File: config.mk
export PLATFORM = sky130hd
export DESIGN_NAME = uart_cmd_sched
export DESIGN_NICKNAME = d
export VERILOG_FILES = /design/src/rtl/uart_sched_pkg.sv /design/src/rtl/uart_rr_arb.sv /design/src/rtl/uart_cmd_sched.sv
export SDC_FILE = /design/constraint.sdc
export NUM_CORES = 1
export LEC_CHECK = 0
export BUFFER_PORTS_ARGS = -buffer_cell sky130_fd_sc_hd__clkbuf_2
export CAP_MARGIN = 20
export CORE_MARGIN = 1.5
export CORE_UTILIZATION = 41
export DETAILED_ROUTE_END_ITERATION = 6
export GPL_TIMING_DRIVEN = 0
export MAX_ROUTING_LAYER = met4
export PLACE_DENSITY_LB_ADDON = 0.1
export SLEW_MARGIN = 25
export SYNTH_ARGS = -nofsm -noshare
export SYNTH_HDL_FRONTEND = slang
export SYNTH_SLANG_ARGS = --single-unit
File: constraint.sdc
create_clock -name clk -period 4.7 [get_ports clk]
set_input_delay 0.235 -clock clk [delete_from_list [all_inputs] [get_ports clk]]
set_output_delay 0.235 -clock clk [all_outputs]
set_load 0.1 [all_outputs]
File: src/rtl/uart_sched_pkg.sv
// uart_sched_pkg: shared state encoding, widths and slice helper for the UART command scheduler.
package uart_sched_pkg;
  localparam int DEF_CMD_WIDTH  = 16;
  localparam int DEF_READ_WIDTH = 8;
  localparam int RW_BIT         = DEF_CMD_WIDTH - 1;
  typedef enum logic [2:0] {IDLE, ISSUE, WAIT_BUSY, WAIT_DONE, WAIT_RSP, RESP} state_e;
  function automatic int req_lsb(input int idx, input int width);
    return idx * width;
  endfunction
endpackage

File: src/rtl/uart_rr_arb.sv
// uart_rr_arb: one-hot round-robin grant starting at ptr; ptr moves past the winner when en_i is high.
module uart_rr_arb #(
  parameter  int N  = 4,
  localparam int IW = $clog2(N)
) (
  input  logic          clk,
  input  logic          rst_n,
  input  logic [N-1:0]  req_i,
  input  logic          en_i,
  output logic [N-1:0]  gnt_o,
  output logic [IW-1:0] idx_o
);
  logic [IW-1:0] ptr_q, ptr_d, j;
  // Scan from the farthest slot back so the one nearest ptr wins.
  always_comb begin
    gnt_o = '0;
    idx_o = '0;
    j     = '0;
    for (int k = N - 1; k >= 0; k--) begin
      j = IW'((int'(ptr_q) + k) % N);
      if (req_i[j]) idx_o = j;
    end
    gnt_o[idx_o] = |req_i;
    ptr_d = (idx_o == IW'(N - 1)) ? '0 : idx_o + IW'(1);
  end
  always_ff @(posedge clk or negedge rst_n) begin
    if (!rst_n) ptr_q <= '0;
    else if (en_i && |req_i) ptr_q <= ptr_d;
  end
endmodule

File: src/rtl/uart_cmd_sched.sv
// uart_cmd_sched: shares one UART command port among NUM_REQ requesters, one command in flight.
// Optional watchdog built when UART_SCHED_TIMEOUT_EN is defined.
module uart_cmd_sched
  import uart_sched_pkg::*;
#(
  parameter int NUM_REQ     = 4,
  parameter int CMD_WIDTH   = DEF_CMD_WIDTH,
  parameter int READ_WIDTH  = DEF_READ_WIDTH,
  parameter int TIMEOUT_CYC = 200000
) (
  input  logic                         clk,
  input  logic                         rst_n,
  input  logic [NUM_REQ-1:0]           req_vld,
  input  logic [NUM_REQ*CMD_WIDTH-1:0] req_cmd,
  output logic [NUM_REQ-1:0]           req_rdy,
  output logic [NUM_REQ-1:0]           rsp_vld,
  output logic [READ_WIDTH-1:0]        rsp_data,
  output logic                         rsp_err,
  output logic [CMD_WIDTH-1:0]         uart_cmd,
  output logic                         uart_cmd_vld,
  input  logic                         uart_cmd_rdy,
  input  logic                         uart_read_rdy,
  input  logic [READ_WIDTH-1:0]        uart_read_data
);
  localparam int GW = $clog2(NUM_REQ);
  localparam int RW = (CMD_WIDTH == DEF_CMD_WIDTH) ? RW_BIT : CMD_WIDTH - 1;
  state_e                state_q;
  logic [CMD_WIDTH-1:0]  cmd_buf_q, gnt_cmd;
  logic [GW-1:0]         g_q, gnt_idx;
  logic [NUM_REQ-1:0]    gnt, req_rdy_q, rsp_vld_q;
  logic [READ_WIDTH-1:0] rsp_buf_q, rsp_data_q, resp_data;
  logic                  got_rsp_q, rsp_err_q, uart_cmd_vld_q;
  logic                  in_wait, capture, is_rd, to_hit, go_resp;
  uart_rr_arb #(.N(NUM_REQ)) u_arb (
    .clk   (clk),
    .rst_n (rst_n),
    .req_i (req_vld),
    .en_i  (state_q == IDLE),
    .gnt_o (gnt),
    .idx_o (gnt_idx)
  );
  always_comb begin
    gnt_cmd = '0;
    for (int i = 0; i < NUM_REQ; i++)
      if (gnt[i]) gnt_cmd = req_cmd[req_lsb(i, CMD_WIDTH) +: CMD_WIDTH];
  end
  assign in_wait   = state_q inside {WAIT_BUSY, WAIT_DONE, WAIT_RSP};
  assign capture   = uart_read_rdy && (state_q == WAIT_DONE || state_q == WAIT_RSP);
  assign is_rd     = cmd_buf_q[RW];
  // A read finishing in WAIT_DONE may have its data arrive earlier or in this very cycle.
  assign go_resp   = to_hit
                   || (state_q == WAIT_DONE && uart_cmd_rdy && (!is_rd || got_rsp_q || uart_read_rdy))
                   || (state_q == WAIT_RSP && uart_read_rdy);
  assign resp_data = (to_hit || !is_rd) ? '0 : (capture ? uart_read_data : rsp_buf_q);
`ifdef UART_SCHED_TIMEOUT_EN
  localparam int CW = $clog2(TIMEOUT_CYC);
  logic [CW-1:0] cnt_q;
  always_ff @(posedge clk or negedge rst_n) begin
    if (!rst_n) cnt_q <= '0;
    else if (state_q == ISSUE) cnt_q <= '0;
    else if (in_wait && cnt_q != '1) cnt_q <= cnt_q + CW'(1);
  end
  assign to_hit = in_wait && cnt_q == CW'(TIMEOUT_CYC - 1);
`else
  logic unused_timeout;
  assign unused_timeout = ^TIMEOUT_CYC;
  assign to_hit         = 1'b0;
`endif
  always_ff @(posedge clk or negedge rst_n) begin
    if (!rst_n) begin
      state_q        <= IDLE;
      cmd_buf_q      <= '0;
      g_q            <= '0;
      rsp_buf_q      <= '0;
      got_rsp_q      <= 1'b0;
      req_rdy_q      <= '0;
      rsp_vld_q      <= '0;
      rsp_data_q     <= '0;
      rsp_err_q      <= 1'b0;
      uart_cmd_vld_q <= 1'b0;
    end else begin
      req_rdy_q  <= '0;
      rsp_vld_q  <= '0;
      rsp_data_q <= '0;
      rsp_err_q  <= 1'b0;
      if (capture) begin
        rsp_buf_q <= uart_read_data;
        got_rsp_q <= 1'b1;
      end
      case (state_q)
        IDLE: if (|req_vld) begin
          cmd_buf_q      <= gnt_cmd;
          g_q            <= gnt_idx;
          req_rdy_q      <= gnt;
          uart_cmd_vld_q <= 1'b1;
          state_q        <= ISSUE;
        end
        ISSUE: if (uart_cmd_rdy) begin
          uart_cmd_vld_q <= 1'b0;
          state_q        <= WAIT_BUSY;
        end
        WAIT_BUSY: if (!uart_cmd_rdy) state_q <= WAIT_DONE;
        WAIT_DONE: if (uart_cmd_rdy) state_q <= WAIT_RSP;
        WAIT_RSP:  state_q <= WAIT_RSP;
        RESP: begin
          got_rsp_q <= 1'b0;
          state_q   <= IDLE;
        end
        default: state_q <= IDLE;
      endcase
      if (go_resp) begin
        state_q    <= RESP;
        rsp_vld_q  <= NUM_REQ'(1) << g_q;
        rsp_data_q <= resp_data;
        rsp_err_q  <= to_hit;
      end
    end
  end
  assign req_rdy      = req_rdy_q;
  assign rsp_vld      = rsp_vld_q;
  assign rsp_data     = rsp_data_q;
  assign rsp_err      = rsp_err_q;
  assign uart_cmd     = cmd_buf_q;
  assign uart_cmd_vld = uart_cmd_vld_q;
endmodule
== Word level (Yosys, flattened, before mapping) ==
Cells that the tools add are included.
Cells by class
  add/subtract/negate cells: 4
  magnitude comparators: 6
  equality and inequality tests: 12
  shifts and indexed selects: 1
  muxes and demuxes: 36
  bitwise logic cells: 1
  reduce and logical (&&, ||, !) cells: 18
Operators by type and width (number)
  two-way mux 16 bit: 4
  two-way mux 8 bit: 3
  less-than comparator 2 x 3 -> 1 bit (second input constant): 5
  two-way mux 3 bit: 5
  case mux 3 bit (5 select lines): 1
  two-way mux 4 bit: 3
  inequality test 3 bit (second input constant): 4
  two-way mux 2 bit: 5
  two-way mux 1 bit: 9
  binary-select mux 1 bit (select 2 bit): 4
  equality test 3 x 2 -> 1 bit (second input constant): 2
  equality test 3 bit (second input constant): 2
  logical AND 1 bit: 6
  adder 2 x 1 -> 2 bit (second input constant): 2
  adder 2 bit (second input constant): 2
  AND 4 bit: 1
  logical OR 1 bit: 4
  inequality test 2 bit (second input constant): 2
  AND reduction 4 bit: 1
  nonzero test 2 bit: 2
  OR reduction 4 bit: 1
  left shift 1 x 2 -> 4 bit (first input constant): 1
  equality test 3 x 1 -> 1 bit (second input constant): 1
  zero test 3 bit: 1
  7 further kinds: 7
Word-level totals
  register bits: 49
  input port bits: 80
  output and inout bits: 34
  logic and storage cells: 88

== Logic depth before layout (Yosys ltp) ==
Gate-level depths: netlist of the first run.
  depth after elaboration: 16
  depth in mapped cells: 9
  depth with buffers taken out: 7

== Hierarchy ==
Synthesis of the first run repeated with hierarchy kept, for this count alone.
Second synthesis, totals
  cell total of the unflattened synthesis: 292
  area total of the unflattened synthesis: 2700.1 µm²
By module, submodules not included
  uart_cmd_sched: instances 1, cells each 259, area each 2402.3 µm², sequential area each 1176.1 µm²
  uart_rr_arb: instances 1, cells each 33, area each 297.8 µm², sequential area each 50.0 µm²

== Least setup slack after synthesis of the first run ==
Ideal clock, no wire load.
  kind: reg2reg
  start point: reg u_arb.ptr_q[1]
  end point: reg cmd_buf_q[10] (netlist: uart_cmd[10])
  library setup time: 132 ps
  data arrival time: 2276 ps
  data required time: 4568 ps
  path slack: 2292 ps
  stages on the path, launching flop included: 10
  buffers on the path: 2
  clock period less this slack: 2408 ps
  cells stage by stage: dfrtp_1 > mux2i_1 > and2_1 > or3_1 > ha_1 > or2_2 > buf_2 > clkbuf_1 > a211oi_1 > o41ai_2
Between the ends
  cells in the longest elaborated chain, start to end: 16
  elaborated cells on any way between the ends: 25
  classes of those cells: add/sub: 3; order compare: 2; mux: 18; bitwise: 1; reduce/logical: 1
Ends and longest elaborated chain
  start: declaration: line uart_rr_arb.sv:13  | logic [IW-1:0] ptr_q, ptr_d, j;
  start signal: assignment: line uart_rr_arb.sv:28  | else if (en_i && |req_i) ptr_q <= ptr_d;
  adder 2 bit: line uart_rr_arb.sv:20  | j = IW'((int'(ptr_q) + k) % N);
  binary-select mux 1 bit (select 2 bit): line uart_rr_arb.sv:21  | if (req_i[j]) idx_o = j;
  two-way mux 1 bit (not written as such): line uart_rr_arb.sv:21
  two-way mux 2 bit (3 in series): line uart_rr_arb.sv:21
  two-way mux 2 bit (*): line uart_rr_arb.sv:21
  less-than comparator 2 x 3 -> 1 bit (not written as such) or greater-or-equal comparator 2 x 1 -> 1 bit (tied branches): line uart_rr_arb.sv:23  | gnt_o[idx_o] = |req_i;
  logical AND 1 bit (not written as such): line uart_rr_arb.sv:23
  two-way mux 1 bit (not written as such): line uart_rr_arb.sv:23
  demux 1 bit (select 2 bit) (*)
  AND 4 bit (no line) (*)
  two-way mux 16 bit (3 in series): line uart_cmd_sched.sv:45  | if (gnt[i]) gnt_cmd = req_cmd[req_lsb(i, CMD_WIDTH) +: CMD_WIDTH];
  two-way mux 16 bit (*): line uart_cmd_sched.sv:45
  end signal: assignment: line uart_cmd_sched.sv:92  | cmd_buf_q <= gnt_cmd;
  end: declaration: line uart_cmd_sched.sv:28  | logic [CMD_WIDTH-1:0] cmd_buf_q, gnt_cmd;
Mark *: on every way between the ends. The rest lies on a longest branch, timed or not. The select of a mux whose other input is x is not followed.
A chain may end at the register's enable or synchronous reset.

== Final worst setup path of the first run ==
  start point: reg u_arb.ptr_q[0]
  end point: reg cmd_buf_q[7] (netlist: uart_cmd[7])
The elaborated chain is that of the path after synthesis.

==> impl_results.html, run 1 <==
<table>
<tr><th>Metric</th><th>Value</th></tr>
<tr><th colspan="2">Cells and area</th></tr>
<tr><td>Share of cells above drive strength 1</td><td>0.3575</td></tr>
<tr><td>Fraction of the core area covered by cells at the end of the flow</td><td>0.5441</td></tr>
<tr><td>Nets</td><td>between 400 and 500</td></tr>
<tr><td>Number of antenna cells inserted</td><td>0</td></tr>
<tr><td>Synth-to-Final Area Change</td><td>27.50%</td></tr>
<tr><th colspan="2">Clock tree</th></tr>
<tr><td>Cts bufs inserted</td><td>5</td></tr>
<tr><td>Insertion delay to the later sink of the worst-skew pair</td><td>0.31 ns</td></tr>
<tr><td>Post-CTS resize count</td><td>0</td></tr>
<tr><td>Level count of the clock H-tree</td><td>2</td></tr>
<tr><td>Cts-stage hold buffer count</td><td>0</td></tr>
<tr><td>TritonCTS clock tree</td><td>done</td></tr>
<tr><td>Clock-pin slew of the registers on the worst-case setup and hold paths</td><td>~0.10 ns</td></tr>
<tr><td>CTS sink count</td><td>49</td></tr>
<tr><td>Worst-case clock buffer depth</td><td>2</td></tr>
<tr><td>Root buf cell</td><td>clkbuf_8</td></tr>
<tr><td>Buffers inserted during post-CTS setup optimization</td><td>0</td></tr>
<tr><th colspan="2">Yosys</th></tr>
<tr><td>Most instantiated flip-flop cell in the synthesis netlist</td><td>dfrtp_1</td></tr>
<tr><td>Post-Syn Nets</td><td>350</td></tr>
<tr><td>Yosys synthesis warning count</td><td>0</td></tr>
<tr><td>Flip-flop and latch count after synthesis</td><td>between 40 and 50</td></tr>
<tr><td>Number of library cell types mapped by synthesis</td><td>44</td></tr>
<tr><td>Post-Syn Area</td><td>2725 um^2</td></tr>
<tr><td>Top cell type's share of synthesized area</td><td>0.4500</td></tr>
<tr><td>Leading post-synthesis cells by cell area</td><td>dfrtp_1 45%, and3b_1 5.8%, nor3b_1 5.2%</td></tr>
<tr><td>Syn_area_per_cell</td><td>slightly above 10 um^2</td></tr>
<tr><td>Post-synthesis async set-or-reset flop share</td><td>1.000</td></tr>
<tr><td>Sequential fraction of the synthesis area</td><td>0.4500</td></tr>
<tr><td>Instance count of the mapped netlist</td><td>roughly 270</td></tr>
<tr><td>Cell accounting for the most synthesized area</td><td>dfrtp_1</td></tr>
<tr><td>Count of flip-flops with a built-in enable after synthesis</td><td>0</td></tr>
<tr><th colspan="2">Critical path</th></tr>
<tr><td>Cell family with most CP delay</td><td>compound AO/OA/AOI/OAI gates</td></tr>
<tr><td>Reg2Reg Launch Point</td><td>u_arb.ptr_q[0]</td></tr>
<tr><td>Sequence of cells on the critical path</td><td>nor3b_1 -&gt; a211oi_1 -&gt; or2_2 -&gt; ha_1 -&gt; clkbuf_1 -&gt; clkbuf_1 -&gt; a211oi_1 -&gt; o41ai_1</td></tr>
<tr><td>Setup CP Type</td><td>flip-flop to flip-flop</td></tr>
<tr><td>Data arrival, critical path</td><td>a little over 3 ns</td></tr>
<tr><td>Worst R2R Setup Slack</td><td>~1.8 ns</td></tr>
<tr><td>CP required</td><td>between 4 and 5 ns</td></tr>
<tr><td>WP buf/inv</td><td>2</td></tr>
<tr><td>Largest incremental delay on the critical path</td><td>0.43 ns</td></tr>
<tr><td>Worst Path Max Fanout</td><td>10</td></tr>
<tr><td>Critical Path End Type</td><td>flip-flop</td></tr>
<tr><td>Cell count of the worst reg-to-reg path</td><td>8</td></tr>
<tr><td>Reg-to-Reg End</td><td>uart_cmd[7]</td></tr>
<tr><td>Worst-path cell with the longest stage delay</td><td>dfrtp_1</td></tr>
<tr><td>Startpoint class of the critical path</td><td>flip-flop</td></tr>
<tr><td>CP Depth</td><td>8</td></tr>
<tr><th colspan="2">Detailed routing</th></tr>
<tr><td>Antenna-violating nets left</td><td>0</td></tr>
<tr><td>Number of DRC markers in iteration 0</td><td>between 90 and 100</td></tr>
<tr><td>Via density</td><td>about 5.5</td></tr>
<tr><td>Count of TritonRoute iterations in the first routing pass</td><td>4</td></tr>
<tr><td>Total via count in the routed design</td><td>2552</td></tr>
<tr><td>Final wirelength</td><td>approximately 7.4 mm</td></tr>
<tr><td>Detail-routed net length per standard cell</td><td>approximately 16 um</td></tr>
<tr><td>DRC violation count after routing</td><td>0</td></tr>
<tr><th colspan="2">Floorplanning</th></tr>
<tr><td>Area of the die</td><td>between 7000 and 8000 um^2</td></tr>
<tr><td>Core Box Area</td><td>6386 um^2</td></tr>
<tr><td>Row count</td><td>29</td></tr>
<tr><td>Overall die height</td><td>about 85 um</td></tr>
<tr><td>I/O pins</td><td>~110</td></tr>
<tr><td>Die outline width</td><td>between 80 and 90 um</td></tr>
<tr><td>Initial cell density of the core</td><td>0.4267</td></tr>
<tr><th colspan="2">STA</th></tr>
<tr><td>Setup repair after global routing missed its margin</td><td>false</td></tr>
<tr><td>Sum of negative setup slack</td><td>0 ns</td></tr>
<tr><td>Final min period</td><td>about 2.9 ns</td></tr>
<tr><td>Final Hold Violating Endpoints</td><td>between 40 and 50</td></tr>
<tr><td>Max_slew headroom</td><td>0.4749</td></tr>
<tr><td>Slew at the pin with the worst max-slew slack</td><td>between 0.7 and 0.8 ns</td></tr>
<tr><td>Setup Viol. Count Final</td><td>0</td></tr>
<tr><td>Worst Hold Margin</td><td>-0.01278 ns</td></tr>
<tr><td>Timing-limited maximum frequency</td><td>between 300 and 400 MHz</td></tr>
<tr><td>Part of the cycle the worst path needs</td><td>0.6103</td></tr>
<tr><td>Max Transition Viols Final</td><td>0</td></tr>
<tr><td>Post-route clock skew</td><td>about 0.004 ns</td></tr>
<tr><th colspan="2">Outcome</th></tr>
<tr><td>Failing checks</td><td>hold timing</td></tr>
<tr><td>Status</td><td>complete, but fails checks</td></tr>
<tr><th colspan="2">Pwr</th></tr>
<tr><td>Total leakage power</td><td>1.720 nW</td></tr>
<tr><td>Internal portion of total power</td><td>approximately 1.1 mW</td></tr>
<tr><td>Switching share of power</td><td>0.5534</td></tr>
<tr><td>Pwr/cell area</td><td>about 730 nW/um^2</td></tr>
<tr><td>Net Switching</td><td>between 1 and 1.5 mW</td></tr>
<tr><td>Worst voltage drop across the vdd grid</td><td>around 0.40 mV</td></tr>
<tr><td>Sequential group share of total power</td><td>0.260</td></tr>
<tr><td>Share of total power in the clock network</td><td>0.102</td></tr>
<tr><td>Combinational Power Share</td><td>0.638</td></tr>
<tr><th colspan="2">Placed design</th></tr>
<tr><td>Global placer's final weighted congestion</td><td>about 0.85</td></tr>
<tr><td>Post-DP HPWL</td><td>roughly 5.4 mm</td></tr>
<tr><td>Number of I/O port buffers</td><td>about 110</td></tr>
<tr><th colspan="2">Global route</th></tr>
<tr><td>Global-route wire length before repair</td><td>~13 mm</td></tr>
<tr><td>Vias in the first global route</td><td>2528</td></tr>
<tr><td>Initial antenna violation count</td><td>0</td></tr>
<tr><td>Maximum number of pins on one net before global-route repair</td><td>50</td></tr>
<tr><td>Global route overflow</td><td>0</td></tr>
<tr><td>Overall global routing resource usage</td><td>0.2243</td></tr>
<tr><th colspan="2">Worst hold path</th></tr>
<tr><td>Worst hold-check path type</td><td>input port to asynchronous set/reset pin</td></tr>
<tr><th colspan="2">Run</th></tr>
<tr><td>Max_cap viols</td><td>0</td></tr>
</table>
[state kept, by name, summed over array words and instances, names as in the netlist]
signal / count
uart_cmd: 16
rsp_buf_q: 8
rsp_data: 8
req_rdy: 4
rsp_vld: 4
state_q: 3
g_q: 2
u_arb.ptr_q: 2
got_rsp_q: 1
uart_cmd_vld: 1
[cell families after synthesis]
| group | Yosys count | synth area share |
|---|---|---|
| AOI/OAI and AO/OA | 81 | 0.2254 |
| xor gates and xnor gates | 1 | 0.003215 |
| adders and majority gates | 4 | 0.01837 |
| buffers and inverters | 26 | 0.04729 |
| DFF | 49 | 0.4500 |
| muxes | 3 | 0.01194 |
| other | 1 | 0.001376 |
| and+or+nand+nor | 101 | 0.2424 |
[cell usage in the layout (no fill, tap or decap), types with 4 or more instances in the layout]
cell | netlist | routed
o21ai_0 | 19 | 19
o41ai_1 | 10 | 10
nor2b_1 | 16 | 16
and2_1 | 5 | 5
clkbuf_1 | 18 | 18
nor3b_1 | 19 | 19
and3b_1 | 18 | 18
clkbuf_2 | 0 | 111
o41ai_2 | 7 | 7
o211ai_1 | 8 | 8
a21oi_1 | 9 | 9
nand3_1 | 8 | 8
nand2_1 | 11 | 11
a211oi_1 | 17 | 17
clkbuf_8 | 0 | 5
ha_1 | 4 | 4
dfrtp_1 | 49 | 49
nor2_1 | 8 | 8
[Yosys cell counts (2+ instances only)]
library cell	instances
nand4b_1	2
and2_1	5
nand3_1	8
clkbuf_1	18
nand2_1	11
inv_1	3
a31oi_1	2
o41ai_2	7
a211oi_1	17
nand2b_1	3
buf_6	2
mux2_2	2
nor3b_1	19
o21ai_0	19
o31ai_1	2
o41ai_1	10
a21oi_1	9
nor2b_1	16
dfrtp_1	49
nor3_1	3
or2_2	2
and3b_1	18
nor2_1	8
ha_1	4
o211ai_1	8
[worst max-delay path by stage]
| stage | start | endpoint | slack [ns] |
|---|---|---|---|
| 2_1_floorplan | u_arb.ptr_q[1] | uart_cmd[10] | 2.29 |
| 3_3_place_gp | u_arb.ptr_q[1] | uart_cmd[8] | 1.92 |
| 3_5_place_dp | u_arb.ptr_q[1] | uart_cmd[8] | 1.88 |
| 4_1_cts | u_arb.ptr_q[0] | uart_cmd[8] | 1.86 |
| 5_1_grt | u_arb.ptr_q[1] | uart_cmd[8] | 1.64 |
| 6_report | u_arb.ptr_q[0] | uart_cmd[7] | 1.83 |
[routing by layer]
layer  vias up  part of all wire  GRT usage
li1       1234                 -          -
met5         -                 0          -
met2        75              0.46     0.3326
met4         0            0.0096    0.05865
met1      1237              0.49     0.3199
met3         6             0.044    0.03835
[through the flow]
stage	instances	hold slack [ns]	setup WS (ns)	area (um^2)	total power, mW
final	463	-0.01278	1.832	3475	2.527
after global routing	463	0.02189	1.636	3475	2.687
after CTS	463	0.007187	1.859	3475	2.537
after detailed placement	455	0.3528	1.884	3385	2.274
after global placement	455	0.4748	1.916	3382	2.259
after floorplan	266	-0.06059	2.292	2725	1.944
[area by class of cell]
class | instances | area [um^2]
flip-flops and latches | 49 | 1226
multi-input cells | 191 | 1370
repair buffers | 112 | 563.0
inverters | 3 | 11.26
clock inverters | 3 | 21.27
well taps | 77 | 96.34
plain buffers | 23 | 117.6
clock buffers | 5 | 68.82
fillers | 611 | 2912
[power by group through the flow]
stage	Clock, mW	Sequential (mW)	Combinational, mW
floorplan	0	1.26	0.680
detailed placement	0	0.664	1.61
finish	0.257	0.657	1.61
CTS	0.266	0.657	1.61
global route	0.285	0.675	1.73
global placement	0	0.662	1.60
Power figures use the tool's default switching activity.
==> run 2: changes to the inputs <==
clock period = 2.55 ns   (was 4.7 ns; I/O delays follow)
==> run 2 against run 1 <==
Against the previous run: the run now ends clean; non-clock buffer count is 1 higher; worst hold slack better by 0.087 ns; critical path depth is 1 higher; count of clock-buffer cells in the layout stayed put; largest power group unchanged.
==> impl_results.html, run 2 (same netlist as run 1, synthesis figures left out) <==
<table>
<tr><th>Metric</th><th>Value</th></tr>
<tr><th colspan="2">Outcome</th></tr>
<tr><td>Status</td><td>finished clean</td></tr>
<tr><th colspan="2">Floorplanning</th></tr>
<tr><td>Row count</td><td>29 (unchanged)</td></tr>
<tr><td>Die outline width</td><td>84.53 um (unchanged)</td></tr>
<tr><td>Area of the die</td><td>7144 um^2 (unchanged)</td></tr>
<tr><td>Initial cell density of the core</td><td>0.4267 (unchanged)</td></tr>
<tr><td>I/O pins</td><td>114 (unchanged)</td></tr>
<tr><td>Core Box Area</td><td>6386 um^2 (unchanged)</td></tr>
<tr><td>Overall die height</td><td>84.53 um (unchanged)</td></tr>
<tr><th colspan="2">Clock tree</th></tr>
<tr><td>TritonCTS clock tree</td><td>done</td></tr>
<tr><td>Clock-pin slew of the registers on the worst-case setup and hold paths</td><td>0.09 ns (about the same)</td></tr>
<tr><td>Root buf cell</td><td>clkbuf_8</td></tr>
<tr><td>Insertion delay to the later sink of the worst-skew pair</td><td>0.31 ns (about the same)</td></tr>
<tr><td>CTS sink count</td><td>49 (unchanged)</td></tr>
<tr><td>Level count of the clock H-tree</td><td>2 (unchanged)</td></tr>
<tr><td>Worst-case clock buffer depth</td><td>2 (unchanged)</td></tr>
<tr><td>Buffers inserted during post-CTS setup optimization</td><td>0 (unchanged)</td></tr>
<tr><td>Cts bufs inserted</td><td>5 (unchanged)</td></tr>
<tr><th colspan="2">Cells and area</th></tr>
<tr><td>Non-filler instance count after layout</td><td>464 (+0.22%)</td></tr>
<tr><td>Most common library cell in the layout ignoring fill and taps</td><td>clkbuf_2</td></tr>
<tr><td>Fraction of the core area covered by cells at the end of the flow</td><td>0.5611 (+0.01705)</td></tr>
<tr><td>Commonest non-fill, non-tap cells in the layout</td><td>113 x clkbuf_2, 48 x dfrtp_1, 19 x o21ai_0, 19 x nor3b_1, 18 x and3b_1</td></tr>
<tr><td>Number of antenna cells inserted</td><td>0 (unchanged)</td></tr>
<tr><td>Largest register FFs</td><td>16 (unchanged)</td></tr>
<tr><td>Share of cells above drive strength 1</td><td>0.4083 (+0.05076)</td></tr>
<tr><td>Nets</td><td>470 (+0.21%)</td></tr>
<tr><td>Design area</td><td>3583 um^2 (+3.1%)</td></tr>
<tr><td>Synth-to-Final Area Change</td><td>31.50%</td></tr>
<tr><th colspan="2">STA</th></tr>
<tr><td>Slew at the pin with the worst max-slew slack</td><td>0.7828 ns (+0.002372 ns)</td></tr>
<tr><td>Sum of negative setup slack</td><td>0 ns (unchanged)</td></tr>
<tr><td>Post-route clock skew</td><td>0.004206 ns (+0.0001158 ns)</td></tr>
<tr><td>Part of the cycle the worst path needs</td><td>0.9675 (+0.3572)</td></tr>
<tr><td>Final min period</td><td>2.467 ns (-0.4013 ns)</td></tr>
<tr><td>Timing-limited maximum frequency</td><td>405.3 MHz (+16%)</td></tr>
<tr><td>Max Transition Viols Final</td><td>0 (unchanged)</td></tr>
<tr><td>Setup repair after global routing missed its margin</td><td>true</td></tr>
<tr><td>Max_slew headroom</td><td>0.4733 (-0.001596)</td></tr>
<tr><td>Final Hold Violating Endpoints</td><td>0 (-100%)</td></tr>
<tr><td>Setup Viol. Count Final</td><td>0 (unchanged)</td></tr>
<tr><th colspan="2">Placed design</th></tr>
<tr><td>Global placer's final weighted congestion</td><td>0.8461 (unchanged)</td></tr>
<tr><td>Post-placement cell area</td><td>3385 um^2 (unchanged)</td></tr>
<tr><td>Post-DP HPWL</td><td>5.362 mm (unchanged)</td></tr>
<tr><td>Number of I/O port buffers</td><td>112 (unchanged)</td></tr>
<tr><td>Post-Place Cells</td><td>455 (unchanged)</td></tr>
<tr><th colspan="2">Critical path</th></tr>
<tr><td>Worst Path Max Fanout</td><td>10 (unchanged)</td></tr>
<tr><td>Worst-path cell with the longest stage delay</td><td>dfrtp_2</td></tr>
<tr><td>Startpoint class of the critical path</td><td>flip-flop</td></tr>
<tr><td>Sequence of cells on the critical path</td><td>mux2i_1 -&gt; and2_1 -&gt; or3_4 -&gt; ha_4 -&gt; or2_2 -&gt; buf_2 -&gt; buf_6 -&gt; a211oi_2 -&gt; o41ai_2</td></tr>
<tr><td>Data arrival, critical path</td><td>2.66 ns (-0.40 ns)</td></tr>
<tr><td>WP buf/inv</td><td>2 (unchanged)</td></tr>
<tr><td>Setup CP Type</td><td>flip-flop to flip-flop</td></tr>
<tr><td>Cell family with most CP delay</td><td>simple AND/OR/NAND/NOR gates</td></tr>
<tr><td>Largest incremental delay on the critical path</td><td>0.46 ns (+0.03 ns)</td></tr>
<tr><td>Critical Path End Type</td><td>flip-flop</td></tr>
<tr><td>CP required</td><td>2.75 ns (-2.15 ns)</td></tr>
<tr><th colspan="2">Worst hold path</th></tr>
<tr><td>Worst hold-check path type</td><td>input port to flip-flop</td></tr>
<tr><th colspan="2">Detailed routing</th></tr>
<tr><td>Number of DRC markers in iteration 0</td><td>112 (+19%)</td></tr>
<tr><td>DRC violation count after routing</td><td>0 (unchanged)</td></tr>
<tr><td>Total via count in the routed design</td><td>2557 (+0.20%)</td></tr>
<tr><td>Antenna-violating nets left</td><td>0 (unchanged)</td></tr>
<tr><td>Count of TritonRoute iterations in the first routing pass</td><td>4 (unchanged)</td></tr>
<tr><td>Detail-routed net length per standard cell</td><td>16.23 um (+1.1%)</td></tr>
<tr><td>Final wirelength</td><td>7.532 mm (+1.4%)</td></tr>
<tr><td>Via density</td><td>5.511 (about the same)</td></tr>
<tr><th colspan="2">Pwr</th></tr>
<tr><td>Post-layout total power</td><td>4.786 mW (+89%)</td></tr>
<tr><td>Total leakage power</td><td>1.750 nW (+1.7%)</td></tr>
<tr><td>Worst voltage drop across the vdd grid</td><td>0.7317 mV (+84%)</td></tr>
<tr><td>Pwr/cell area</td><td>1336 nW/um^2 (+84%)</td></tr>
<tr><th colspan="2">Global route</th></tr>
<tr><td>Overall global routing resource usage</td><td>0.2273 (+0.002996)</td></tr>
<tr><td>Global route overflow</td><td>0 (unchanged)</td></tr>
<tr><td>Maximum number of pins on one net before global-route repair</td><td>50 (unchanged)</td></tr>
<tr><td>Global-route wire length before repair</td><td>12.65 mm (+0.93%)</td></tr>
<tr><td>Vias in the first global route</td><td>2529 (+0.040%)</td></tr>
<tr><td>Initial antenna violation count</td><td>0 (unchanged)</td></tr>
<tr><th colspan="2">Run</th></tr>
<tr><td>Max_cap viols</td><td>0 (unchanged)</td></tr>
</table>
-- run 2: cell types whose count changed in the layout (fill, tap and decap cells not counted), sizes merged --
cell,before,now
dlygate4sd3,0,1
clkbuf,135,134
buf,5,6
-- run 2: repair_timing --
action	CTS	global route
hold buffers	1	0
pin swaps	1	3
endpoints found under the setup margin	10	12
hold endpoints to repair	49	0
resized for setup	15	12
-- run 2: tightest hold or removal path, cell delays in order --
cell and delay, ns:
clkbuf_2 0.08, o211ai_1 0.09, nand2_1 0.06
-- run 2: routing by layer --
layer | GRT usage | part of all wire
met1 | 0.3293 | 0.48
met3 | 0.03835 | 0.046
met4 | 0.05865 | 0.0094
met5 | - | 0
met2 | 0.3319 | 0.46
-- run 2: metrics by stage --
stage | hold slack (ns) | setup WS, ns
3_5_place_dp | 0.2453 | -0.2662
4_1_cts | 0.06933 | 0.004635
5_1_grt | 0.08775 | -0.03476
2_1_floorplan | -0.1681 | 0.1419
3_3_place_gp | 0.3968 | -0.2341
6_report | 0.07388 | 0.08294
-- run 2: final timing paths --
| kind | from | to | slack [ns] | cells past startpoint |
|---|---|---|---|---|
| max | u_arb.ptr_q[1] | uart_cmd[13] | 0.08 | 9 |
| min | uart_read_data[0] | rsp_buf_q[0] | 0.07 | 3 |
| max reg2reg | u_arb.ptr_q[1] | uart_cmd[13] | 0.08 | 9 |
| min reg2reg | uart_cmd[7] | uart_cmd[7] | 0.51 | 2 |
| max in group asynchronous | rst_n | u_arb.ptr_q[1] | 1.65 | 2 |
| min in group asynchronous | rst_n | rsp_data[0] | 0.42 | 2 |
-- run 2: report_power, final --
part	internal, mW	switching [mW]
clock network	0.195	0.282
logic	0.903	2.19
registers	1.06	0.153
total	2.16	2.63
-- run 2: area by class of cell --
cell class / count / area (um^2)
well taps: 77 / 96.34
clock inverters: 3 / 21.27
flip-flops and latches: 49 / 1227
inverters: 3 / 11.26
clock buffers: 5 / 68.82
multi-input cells: 191 / 1454
fillers: 596 / 2803
repair buffers: 113 / 573.1
plain buffers: 23 / 131.4
==> run 3: changes to the inputs <==
SYNTH_HIERARCHICAL = 1   (was default)
==> run 3 against run 2 <==
Against the previous run: via count rose by 0.27%; cell area fell by 3.0%; routed wire length is 2.9% lower; maximum frequency up 3.7%; combinational power about the same; worst hold slack got worse by 0.015 ns; core utilization is 1.4 points lower; area after synthesis down 0.92%; die area down 0.89%; largest power group unchanged.
==> impl_results.html, run 3 <==
<table>
<tr><th>Metric</th><th>Value</th></tr>
<tr><th colspan="2">Worst hold path</th></tr>
<tr><td>Worst hold-check path type</td><td>input port to flip-flop</td></tr>
<tr><th colspan="2">Clock tree</th></tr>
<tr><td>Buffers inserted during post-CTS setup optimization</td><td>0 (unchanged)</td></tr>
<tr><td>TritonCTS clock tree</td><td>done</td></tr>
<tr><td>CTS sink count</td><td>49 (unchanged)</td></tr>
<tr><td>Clock-pin slew of the registers on the worst-case setup and hold paths</td><td>0.09 ns (about the same)</td></tr>
<tr><td>Cts bufs inserted</td><td>5 (unchanged)</td></tr>
<tr><td>Level count of the clock H-tree</td><td>2 (unchanged)</td></tr>
<tr><td>Worst-case clock buffer depth</td><td>2 (unchanged)</td></tr>
<tr><td>Insertion delay to the later sink of the worst-skew pair</td><td>0.30 ns (about the same)</td></tr>
<tr><td>Root buf cell</td><td>clkbuf_8</td></tr>
<tr><th colspan="2">Critical path</th></tr>
<tr><td>CP required</td><td>2.78 ns (+0.03 ns)</td></tr>
<tr><td>Critical Path End Type</td><td>flip-flop</td></tr>
<tr><td>Startpoint class of the critical path</td><td>flip-flop</td></tr>
<tr><td>Setup CP Type</td><td>flip-flop to flip-flop</td></tr>
<tr><td>Largest incremental delay on the critical path</td><td>0.48 ns (+0.02 ns)</td></tr>
<tr><td>Sequence of cells on the critical path</td><td>a21oi_1 -&gt; o21a_1 -&gt; o22ai_1 -&gt; ha_1 -&gt; and2b_1 -&gt; clkbuf_4 -&gt; nand3b_1 -&gt; a221o_1 -&gt; a31oi_1</td></tr>
<tr><td>Data arrival, critical path</td><td>2.61 ns (-0.05 ns)</td></tr>
<tr><td>Worst Path Max Fanout</td><td>10 (unchanged)</td></tr>
<tr><td>WP buf/inv</td><td>1 (-1)</td></tr>
<tr><td>Cell family with most CP delay</td><td>compound AO/OA/AOI/OAI gates</td></tr>
<tr><td>Worst-path cell with the longest stage delay</td><td>dfrtp_1</td></tr>
<tr><th colspan="2">Yosys</th></tr>
<tr><td>Synth Area in Compound Gates</td><td>0.2558 (+0.03036)</td></tr>
<tr><td>Area share of fa/ha/maj cells after synthesis</td><td>0.01854 (+0.0001702)</td></tr>
<tr><td>Synth Area in XOR/XNOR</td><td>0.003244 (+0.00002979)</td></tr>
<tr><td>Yosys synthesis warning count</td><td>6 (+6)</td></tr>
<tr><td>Area fraction in and, or, nand and nor cells after synthesis</td><td>0.1789 (-0.06355)</td></tr>
<tr><td>Post-synthesis async set-or-reset flop share</td><td>1.000 (unchanged)</td></tr>
<tr><td>Most instantiated flip-flop cell in the synthesis netlist</td><td>dfrtp_1</td></tr>
<tr><td>Largest family of logic cells by synthesized area</td><td>compound AO/OA/AOI/OAI gates</td></tr>
<tr><td>Post-Syn Nets</td><td>376 (+7.4%)</td></tr>
<tr><td>Count of flip-flops with a built-in enable after synthesis</td><td>0 (unchanged)</td></tr>
<tr><td>Mux contribution to synthesized area</td><td>0.01483 (+0.002891)</td></tr>
<tr><td>List of most frequent post-synthesis cells</td><td>49 x dfrtp_1, 46 x a21oi_1, 30 x nand2_1</td></tr>
<tr><td>Top cell type's share of synthesized area</td><td>0.4541 (+0.004170)</td></tr>
<tr><td>Instance count of the mapped netlist</td><td>292 (+9.8%)</td></tr>
<tr><td>Most frequent cell after synthesis</td><td>dfrtp_1</td></tr>
<tr><td>Syn_area_per_cell</td><td>9.247 um^2 (-9.7%)</td></tr>
<tr><td>Leading post-synthesis cells by cell area</td><td>dfrtp_1 45%, a21oi_1 8.5%, a221o_1 5.9%</td></tr>
<tr><td>Cell accounting for the most synthesized area</td><td>dfrtp_1</td></tr>
<tr><td>Flip-flop and latch count after synthesis</td><td>49 (unchanged)</td></tr>
<tr><td>Number of library cell types mapped by synthesis</td><td>46 (+4.5%)</td></tr>
<tr><td>Sequential fraction of the synthesis area</td><td>0.4541 (+0.004170)</td></tr>
<tr><td>Post-Syn Area</td><td>2700 um^2 (-0.92%)</td></tr>
<tr><th colspan="2">Floorplanning</th></tr>
<tr><td>Die outline width</td><td>84.15 um (-0.44%)</td></tr>
<tr><td>Row count</td><td>29 (unchanged)</td></tr>
<tr><td>Overall die height</td><td>84.15 um (-0.44%)</td></tr>
<tr><td>I/O pins</td><td>114 (unchanged)</td></tr>
<tr><td>Area of the die</td><td>7081 um^2 (-0.89%)</td></tr>
<tr><td>Core Box Area</td><td>6350 um^2 (-0.57%)</td></tr>
<tr><td>Initial cell density of the core</td><td>0.4252 (-0.001502)</td></tr>
<tr><th colspan="2">Cells and area</th></tr>
<tr><td>Share of cells above drive strength 1</td><td>0.3422 (-0.06604)</td></tr>
<tr><td>Commonest non-fill, non-tap cells in the layout</td><td>114 x clkbuf_2, 49 x dfrtp_1, 46 x a21oi_1, 30 x nand2_1, 20 x inv_1</td></tr>
<tr><td>Synth-to-Final Area Change</td><td>28.73%</td></tr>
<tr><td>Number of antenna cells inserted</td><td>0 (unchanged)</td></tr>
<tr><td>Most common library cell in the layout ignoring fill and taps</td><td>clkbuf_2</td></tr>
<tr><td>Non-filler instance count after layout</td><td>489 (+5.4%)</td></tr>
<tr><td>Nets</td><td>495 (+5.3%)</td></tr>
<tr><td>Largest register FFs</td><td>16 (unchanged)</td></tr>
<tr><td>Fillcell total</td><td>588 (-1.3%)</td></tr>
<tr><td>Area of the multi-input gates</td><td>1284 um^2 (-12%)</td></tr>
<tr><td>Sequential standard cell area</td><td>1226 um^2 (-0.10%)</td></tr>
<tr><th colspan="2">STA</th></tr>
<tr><td>Max Transition Viols Final</td><td>0 (unchanged)</td></tr>
<tr><td>Sum of negative setup slack</td><td>0 ns (unchanged)</td></tr>
<tr><td>Final min period</td><td>2.379 ns (-0.08797 ns)</td></tr>
<tr><td>Timing-limited maximum frequency</td><td>420.3 MHz (+3.7%)</td></tr>
<tr><td>Final worst-path setup slack</td><td>0.1709 ns (+0.08797 ns)</td></tr>
<tr><td>Slew at the pin with the worst max-slew slack</td><td>0.8516 ns (+0.06876 ns)</td></tr>
<tr><td>Final Hold Violating Endpoints</td><td>0 (unchanged)</td></tr>
<tr><td>Worst Hold Margin</td><td>0.05908 ns (-0.01480 ns)</td></tr>
<tr><td>Part of the cycle the worst path needs</td><td>0.9330 (-0.03450)</td></tr>
<tr><td>Post-route clock skew</td><td>0.007257 ns (+0.003051 ns)</td></tr>
<tr><td>Max_slew headroom</td><td>0.4271 (-0.04626)</td></tr>
<tr><td>Setup Viol. Count Final</td><td>0 (unchanged)</td></tr>
<tr><td>Setup repair after global routing missed its margin</td><td>false</td></tr>
<tr><th colspan="2">Detailed routing</th></tr>
<tr><td>Count of TritonRoute iterations in the first routing pass</td><td>4 (unchanged)</td></tr>
<tr><td>Final wirelength</td><td>7.312 mm (-2.9%)</td></tr>
<tr><td>Via density</td><td>5.243 (-4.9%)</td></tr>
<tr><td>Detail-routed net length per standard cell</td><td>14.95 um (-7.9%)</td></tr>
<tr><td>Number of DRC markers in iteration 0</td><td>70 (-38%)</td></tr>
<tr><td>Total via count in the routed design</td><td>2564 (+0.27%)</td></tr>
<tr><td>Antenna-violating nets left</td><td>0 (unchanged)</td></tr>
<tr><td>DRC violation count after routing</td><td>0 (unchanged)</td></tr>
<tr><th colspan="2">Global route</th></tr>
<tr><td>Overall global routing resource usage</td><td>0.2145 (-0.01281)</td></tr>
<tr><td>Vias in the first global route</td><td>2496 (-1.3%)</td></tr>
<tr><td>Initial antenna violation count</td><td>0 (unchanged)</td></tr>
<tr><td>Global-route wire length before repair</td><td>11.88 mm (-6.1%)</td></tr>
<tr><td>Global route overflow</td><td>0 (unchanged)</td></tr>
<tr><td>Maximum number of pins on one net before global-route repair</td><td>50 (unchanged)</td></tr>
<tr><th colspan="2">Placed design</th></tr>
<tr><td>Number of I/O port buffers</td><td>112 (unchanged)</td></tr>
<tr><td>Post-Place Cells</td><td>481 (+5.7%)</td></tr>
<tr><td>Global placer's final weighted congestion</td><td>0.8597 (+1.6%)</td></tr>
<tr><td>Worst slack at placement</td><td>-0.2748 ns (-0.008573 ns)</td></tr>
<tr><td>Post-DP HPWL</td><td>5.451 mm (+1.7%)</td></tr>
<tr><th colspan="2">Pwr</th></tr>
<tr><td>Worst voltage drop across the vdd grid</td><td>0.6481 mV (-11%)</td></tr>
<tr><td>Pwr/cell area</td><td>1386 nW/um^2 (+3.8%)</td></tr>
<tr><td>Post-layout total power</td><td>4.819 mW (+0.68%)</td></tr>
<tr><td>Total leakage power</td><td>1.754 nW (+0.23%)</td></tr>
<tr><th colspan="2">Outcome</th></tr>
<tr><td>Status</td><td>finished clean</td></tr>
<tr><th colspan="2">Run</th></tr>
<tr><td>Max_cap viols</td><td>0 (unchanged)</td></tr>
</table>
-- run 3: cell types whose count changed after synthesis, sizes merged, moves of 14 or more --
| cell | change |
|---|---|
| nor2b | -15 |
| inv | +17 |
| nor3b | -17 |
| a21oi | +37 |
| nand3b | +16 |
| a31oi | +14 |
| and3b | -17 |
| o41ai | -16 |
| a211oi | -17 |
| o21ai | -16 |
| a221o | +16 |
| nand2 | +19 |
-- run 3: cells by family after synthesis --
kind of cell    after synthesis
compound gates              101
xor+xnor                      1
fa+ha+maj                     4
buf+inv                      47
flops                        49
mux                           3
other cells                   1
simple gates                 86
-- run 3: worst paths after layout --
kind / cells after the start / startpoint / slack, ns / end
max: 9 / u_arb/ptr_q[1] / 0.17 / uart_cmd[10]
min: 3 / req_cmd[62] / 0.06 / uart_cmd[14]
max reg2reg: 9 / u_arb/ptr_q[1] / 0.17 / uart_cmd[10]
min reg2reg: 1 / g_q[1] / 0.51 / rsp_vld[1]
max in group asynchronous: 2 / rst_n / 1.66 / uart_cmd[0]
min in group asynchronous: 2 / rst_n / 0.41 / rsp_vld[1]
-- run 3: layout make-up --
cell class	count	share of cell area
buffer	26	0.03960
clock buffer	7	0.02196
clock inverter	1	0.002160
inverter	20	0.02160
multi-input combinational	196	0.3693
sequential	49	0.3528
tap	77	0.02772
timing repair buffer	113	0.1649
-- run 3: worst reg2reg max path, stage by stage (launching register included) --
cell and delay, ns:
dfrtp_1 0.48, a21oi_1 0.10, o21a_1 0.19, o22ai_1 0.21
ha_1 0.18, and2b_1 0.29, clkbuf_4 0.29, nand3b_1 0.10
a221o_1 0.32, a31oi_1 0.16
-- run 3: where the power goes --
group          internal (mW)  leakage [nW]  switching [mW]  total [mW]
Sequential              1.08         0.612           0.168        1.24
Combinational          0.852          1.10            2.27        3.12
Clock                  0.195        0.0385           0.262       0.457
Total                   2.12          1.75            2.70        4.82
-- run 3: stage by stage --
step                        util  area, um^2
final                     0.5474        3476
after global routing      0.5474        3476
after CTS                 0.5456        3465
after detailed placement  0.5291        3359
after global placement    0.5287        3357
after floorplan                -        2700
-- run 3: per-layer routing --
| layer | vias up | GRT usage | wire length, um |
|---|---|---|---|
| met2 | 108 | 0.3636 | 3467 |
| met3 | 10 | 0.04228 | 461 |
| li1 | 1295 | - | - |
| met1 | 1151 | 0.2623 | 3266 |
| met4 | 0 | 0.05663 | 116 |
| met5 | - | - | 0 |
-- run 3: timing repair --
action                                  in CTS  in global routing
hold buffers                                 1                  0
endpoints found under the setup margin      16                 17
pin swaps                                    0                  1
gates resized for setup                      6                 18
endpoints found under the hold margin       49                  0
